`src/rtl/apb_bridge_pkg.sv`:
```
// apb_bridge_pkg: shared FSM states, slot decode helper and defaults for the
// APB3 master bridge.
package apb_bridge_pkg;

    typedef enum logic [1:0] {ST_IDLE, ST_SETUP, ST_ACCESS, ST_RESP} apb_state_e;

    localparam int SLOT_LSB_DEF = 12;
    localparam int TIMEOUT_DEF  = 256;

    function automatic logic [3:0] slot_of(input logic [63:0] addr, input int lsb = SLOT_LSB_DEF);
        return 4'(addr >> lsb);
    endfunction

endpackage

```
`src/rtl/apb_slot_decode.sv`:
```
// apb_slot_decode: maps an address to a one-hot PSEL vector, flagging slots
// beyond the populated range as a miss.
module apb_slot_decode
    import apb_bridge_pkg::*;
#(
    parameter int ADDR_W   = 32,
    parameter int NUM_SLV  = 16,
    parameter int SLOT_LSB = SLOT_LSB_DEF
) (
    input  logic [ADDR_W-1:0] i_addr,
    output logic [15:0]       o_onehot,
    output logic              o_miss
);

    logic [3:0] w_slot;

    assign w_slot   = slot_of(64'(i_addr), SLOT_LSB);
    assign o_miss   = {1'b0, w_slot} >= 5'(NUM_SLV);
    assign o_onehot = o_miss ? '0 : 16'(1) << w_slot;

endmodule

```
`src/rtl/apb_master_bridge.sv`:
```
// apb_master_bridge: single-outstanding valid/ready to APB3 master with slot
// decode, wait-state handling and an optional ACCESS timeout.
module apb_master_bridge
    import apb_bridge_pkg::*;
#(
    parameter int ADDR_W   = 32,
    parameter int DATA_W   = 32,
    parameter int NUM_SLV  = 16,
    parameter int SLOT_LSB = SLOT_LSB_DEF,
    parameter int TIMEOUT  = TIMEOUT_DEF
) (
    input  logic              PCLK,
    input  logic              PRESET,
    input  logic              cmd_valid,
    output logic              cmd_ready,
    input  logic              cmd_write,
    input  logic [ADDR_W-1:0] cmd_addr,
    input  logic [DATA_W-1:0] cmd_wdata,
    output logic              rsp_valid,
    input  logic              rsp_ready,
    output logic [DATA_W-1:0] rsp_rdata,
    output logic              rsp_err,
    output logic              rsp_timeout,
    output logic [ADDR_W-1:0] PADDR,
    output logic [DATA_W-1:0] PWDATA,
    output logic              PWRITE,
    output logic [15:0]       PSEL,
    output logic              PENABLE,
    input  logic [DATA_W-1:0] PRDATA,
    input  logic              PREADY,
    input  logic              PSLVERR
);

    localparam int CNT_W = (TIMEOUT > 0) ? $clog2(TIMEOUT + 1) : 1;

    apb_state_e       r_state;
    logic [CNT_W-1:0] r_cnt;
    logic [CNT_W-1:0] w_cnt_nxt;
    logic [15:0]      w_onehot;
    logic             w_miss;
    logic             w_abort;

    apb_slot_decode #(
        .ADDR_W  (ADDR_W),
        .NUM_SLV (NUM_SLV),
        .SLOT_LSB(SLOT_LSB)
    ) u_dec (
        .i_addr  (cmd_addr),
        .o_onehot(w_onehot),
        .o_miss  (w_miss)
    );

    // Abort on the wait cycle that would bring the counter up to TIMEOUT.
    always_comb begin
        w_cnt_nxt = (r_cnt == CNT_W'(TIMEOUT)) ? r_cnt : r_cnt + CNT_W'(1);
        w_abort   = (TIMEOUT != 0) && !PREADY && (w_cnt_nxt == CNT_W'(TIMEOUT));
    end

    always_ff @(posedge PCLK) begin
        if (PRESET) begin
            r_state     <= ST_IDLE;
            r_cnt       <= '0;
            cmd_ready   <= 1'b0;
            rsp_valid   <= 1'b0;
            rsp_rdata   <= '0;
            rsp_err     <= 1'b0;
            rsp_timeout <= 1'b0;
            PADDR       <= '0;
            PWDATA      <= '0;
            PWRITE      <= 1'b0;
            PSEL        <= '0;
            PENABLE     <= 1'b0;
        end else begin
            case (r_state)
                ST_IDLE: begin
                    cmd_ready <= 1'b1;
                    if (cmd_valid && cmd_ready) begin
                        cmd_ready <= 1'b0;
                        if (w_miss) begin
                            r_state     <= ST_RESP;
                            rsp_valid   <= 1'b1;
                            rsp_err     <= 1'b1;
                            rsp_timeout <= 1'b0;
                            rsp_rdata   <= '0;
                        end else begin
                            r_state <= ST_SETUP;
                            r_cnt   <= '0;
                            PADDR   <= cmd_addr;
                            PWRITE  <= cmd_write;
                            PWDATA  <= cmd_write ? cmd_wdata : '0;
                            PSEL    <= w_onehot;
                        end
                    end
                end
                ST_SETUP: begin
                    r_state <= ST_ACCESS;
                    PENABLE <= 1'b1;
                end
                ST_ACCESS: begin
                    if (PREADY || w_abort) begin
                        r_state     <= ST_RESP;
                        PSEL        <= '0;
                        PENABLE     <= 1'b0;
                        rsp_valid   <= 1'b1;
                        rsp_err     <= !PREADY || PSLVERR;
                        rsp_timeout <= !PREADY;
                        rsp_rdata   <= (PREADY && !PWRITE && !PSLVERR) ? PRDATA : '0;
                    end else begin
                        r_cnt <= w_cnt_nxt;
                    end
                end
                ST_RESP: begin
                    if (rsp_ready) begin
                        r_state     <= ST_IDLE;
                        cmd_ready   <= 1'b1;
                        rsp_valid   <= 1'b0;
                        rsp_err     <= 1'b0;
                        rsp_timeout <= 1'b0;
                        rsp_rdata   <= '0;
                    end
                end
                default: r_state <= ST_IDLE;
            endcase
        end
    end

endmodule

```
`config.mk`:
```
export PLATFORM = sky130hd
export DESIGN_NAME = apb_master_bridge
export DESIGN_NICKNAME = d
export VERILOG_FILES = /design/src/rtl/apb_bridge_pkg.sv /design/src/rtl/apb_slot_decode.sv /design/src/rtl/apb_master_bridge.sv
export SDC_FILE = /design/constraint.sdc
export NUM_CORES = 1
export LEC_CHECK = 0
export BUFFER_PORTS_ARGS = -buffer_cell sky130_fd_sc_hd__clkbuf_2
export CORE_MARGIN = 4
export CORE_UTILIZATION = 30
export DETAILED_ROUTE_END_ITERATION = 10
export GPL_TIMING_DRIVEN = 0
export PLACE_DENSITY_LB_ADDON = 0.1
export SETUP_SLACK_MARGIN = 0.05
export SLEW_MARGIN = 30
export SYNTH_ARGS = -nofsm -noshare
export SYNTH_HDL_FRONTEND = slang
export SYNTH_HIERARCHICAL = 1
export SYNTH_SLANG_ARGS = --single-unit
```
`constraint.sdc`:
```
create_clock -name PCLK -period 3.8 [get_ports PCLK]
set_clock_uncertainty 0.2 [all_clocks]
set_input_delay 0 -clock PCLK [delete_from_list [all_inputs] [get_ports PCLK]]
set_output_delay 0 -clock PCLK [all_outputs]
set_load 0.05 [all_outputs]
```
==> flow_metrics.tcl <==
set metrics [dict create \
    synth_edf_count 0 \
    synth_seq_cells 129 \
    cts_tree "built" \
    tightest_slew_ns 0.869 \
    worstPathCellList "ha_1, nand3_1, nor4_1, nor3_1, o31ai_4, a21oi_1, a211oi_1, dlygate4sd3_1" \
    num_antenna_cells 0 \
    status "finished clean" \
    gp_congestion 0.776 \
    num-fill-cells 1748 \
    slew-limit-headroom_pct 41.7 \
    antenna_found_initial 0 \
    hold_viol_final 0 \
    synth_cell_type_count 53 \
    synth.yosys.seq_area_share_pct 47.0 \
    syn_area_um2 5500 \
    slowest_delay_ns 0.58 \
    cts.sinks 129 \
    htreeDepth 4 \
    grt_usage_pct 17.4 \
    async_flop_share_pct 0 \
    worstSetupEndpointType "register" \
    clock_path_buffers 2 \
    synth_top_area_share_pct 47.0 \
    wl_per_cell_um 14.5 \
    busiest_layer "met2" \
    worstSetupPathType "reg -> reg" \
    route.detailed.drc 0 \
    firstDrtPassIters 4 \
    critical_path_arrival_ns 3.36 \
    hp-start "cmd_write" \
    core_area_um2 18000 \
    vias 5655 \
    clk_pin_slew_ns 0.06 \
    grt_max_degree 17 \
    rows 49 \
    synth_largest_area_cell "dfxtp_1" \
    ant_nets 0 \
    fmax_mhz 313 \
    setup_viol 0 \
    place_hpwl_um 12300 \
    cap_viol_max_count 0 \
    cts_inserted_buffers 17 \
    post-route-period-util_pct 84.1 \
    drt_iter0_markers 194 \
    drive_gt1_share_pct 27.5 \
    die_w_um 143 \
    first_global_vias 5750 \
    drt_wl_total_um 17800 \
    critPathMaxFanout 10 \
    vias_per_cell 4.61 \
    grtUsageMet1_pct 21.4 \
    cts_root_buf "clkbuf_16" \
    maxSlewViolCount 0 \
    ys.flop_type "dfxtp_1" \
    portBuffers 218 \
    ios 221 \
    overflow 0 \
    met2_usage_pct 29.3 \
    yosys_warnings 6 \
    worst_ep_required_time_ns 3.96 \
    grt_pass1_wl_um 28800 \
    synthCells 638 \
    cp-start-kind "register" \
    initial_utilization_pct 30.6 \
    hold_path.class "in -> reg" \
    cpMaxStageDelayCell "dlygate4sd3_1" \
    die_h_um 143 \
    synth_area_leaders "dfxtp_1, nand2_1, mux2i_1" \
    r2r-start "r_cnt[1]$_SDFFE_PP0P_" \
    max-vdd-ir-drop_uv 324 \
    min_period_ns 3.20 \
    power_density_nw_per_um2 525 \
    rsz0062_at_grt "no" \
    tns_ns 0 \
    power.total_mw 4.51 \
    leakage_nw 3.57 \
    met3_usage_pct 5.26 \
    final_nets 1095 \
    syn2layout_area_growth_pct 56.2 \
    clk_latency_ns 0.42 \
    syn_nets 747 \
    setup.worst_path.start "r_cnt[1]$_SDFFE_PP0P_" \
    avgSynthCellArea_um2 8.62 \
    dieArea_um2 20600 \
]
-- path summary, 6_finish.rpt --
kind	endpoint	slack (ns)	cells past startpoint
max	r_state[1]$_SDFFE_PP0P_	0.60	8
max reg2reg	r_state[1]$_SDFFE_PP0P_	0.60	8
min reg2reg	PWDATA[28]$_SDFFE_PP0P_	0.25	2
min	PWDATA[14]$_SDFFE_PP0P_	0.02	4
-- where the power goes --
group	leakage [nW]	switching (mW)	internal, mW
combinational	2.25	0.830	0.532
sequential	1.04	0.0508	1.43
clock	0.279	0.654	1.01
total	3.57	1.53	2.97
-- sequential cells by signal, indices dropped and copies added, names as in the netlist --
| signal | cells |
|---|---|
| rsp_rdata | 32 |
| PWRITE | 1 |
| rsp_err | 1 |
| PENABLE | 1 |
| rsp_valid | 1 |
| PSEL | 16 |
| r_cnt | 9 |
| rsp_timeout | 1 |
| cmd_ready | 1 |
| r_state | 2 |
| PWDATA | 32 |
| PADDR | 32 |
-- placed cells by master (no fill, tap or decap), drive strengths merged, types with 3 or more instances in the layout --
cell type,n
clkbuf,269
nand2,179
dfxtp,129
dlygate4sd3,111
a21oi,74
nand3,38
mux2i,38
nor2,19
buf,18
a22o,16
inv,12
nor3,11
o21ai,6
o211ai,6
ha,6
and4bb,6
nor4b,6
clkinvlp,5
nor4,5
and4b,4
a31oi,3
a211oi,3
clkinv,3
-- critical path: cells and delay by family (launching register included) --
kind,cells,cell delay [ns]
compound gates,3,0.94
simple gates,3,0.66
buf+inv,1,0.58
flops,1,0.42
fa+ha+maj,1,0.34
-- cell usage after synthesis, types with 2 or more instances --
master / number
and3_1: 2
buf_1: 4
nand2_1: 179
buf_6: 5
clkbuf_1: 32
nand2b_1: 2
o21ai_0: 6
or3_1: 2
o211a_1: 2
nor3_1: 11
o211ai_1: 6
a211oi_1: 3
a22o_1: 16
ha_1: 6
dfxtp_1: 129
nor4b_4: 4
nor4_1: 3
and4bb_1: 5
buf_2: 5
a21oi_1: 73
nor2b_1: 2
nor4b_1: 2
a31oi_1: 3
and2_1: 2
and4b_1: 4
xor2_1: 2
nand3_1: 38
mux2i_1: 38
buf_12: 3
nor2_1: 19
inv_1: 8
-- cell families after synthesis --
kind of cell | after synthesis | share of synthesized area (%)
multiplexers | 38 | 6.92
buffers and inverters | 59 | 5.78
AND/OR/NAND/NOR | 284 | 25.1
flip-flops | 129 | 47.0
adder cells (fa/ha/maj) | 6 | 1.37
XOR/XNOR | 2 | 0.319
AO/OA/AOI/OAI | 119 | 13.4
other | 1 | 0.0682
-- routing by layer --
metal | share of wire, % | wire length [µm]
met5 | 0 | 0
met4 | 1.6 | 284
met3 | 7.2 | 1280
met2 | 47 | 8320
met1 | 45 | 7950
-- layout make-up --
type                       instances  area, µm²  share of cell area [%]
clock buffer                      19        453                    5.27
inverter                           9       33.8                   0.393
clock inverter                    13        150                    1.75
timing repair buffer             329       2200                    25.6
tap                              229        287                    3.34
multi-input combinational        450       2600                    30.2
sequential                       129       2580                    30.1
buffer                            50        284                    3.31
-- timing repair --
action / CTS / global route
setup buffers: 0 / 0
hold buffers: 111 / 0
hold endpoints to repair: 116 / 0
resized for setup: 0 / 0
-- through the flow --
| step | instances | area, µm² | utilization, % | hold WS, ns | setup WS [ns] |
|---|---|---|---|---|---|
| 2_1_floorplan | 638 | 5500 | - | -0.0640 | 1.19 |
| 3_3_place_gp | 1085 | 6870 | 38.3 | 0.0289 | 0.663 |
| 3_5_place_dp | 1085 | 6870 | 38.3 | 0.0311 | 0.735 |
| 4_1_cts | 1228 | 8590 | 47.8 | 0.000722 | 0.654 |
| 5_1_grt | 1228 | 8590 | 47.8 | 0.0545 | 0.367 |
| 6_report | 1228 | 8590 | 47.8 | 0.0207 | 0.604 |
Note: power is estimated with default switching activity, not from simulation.
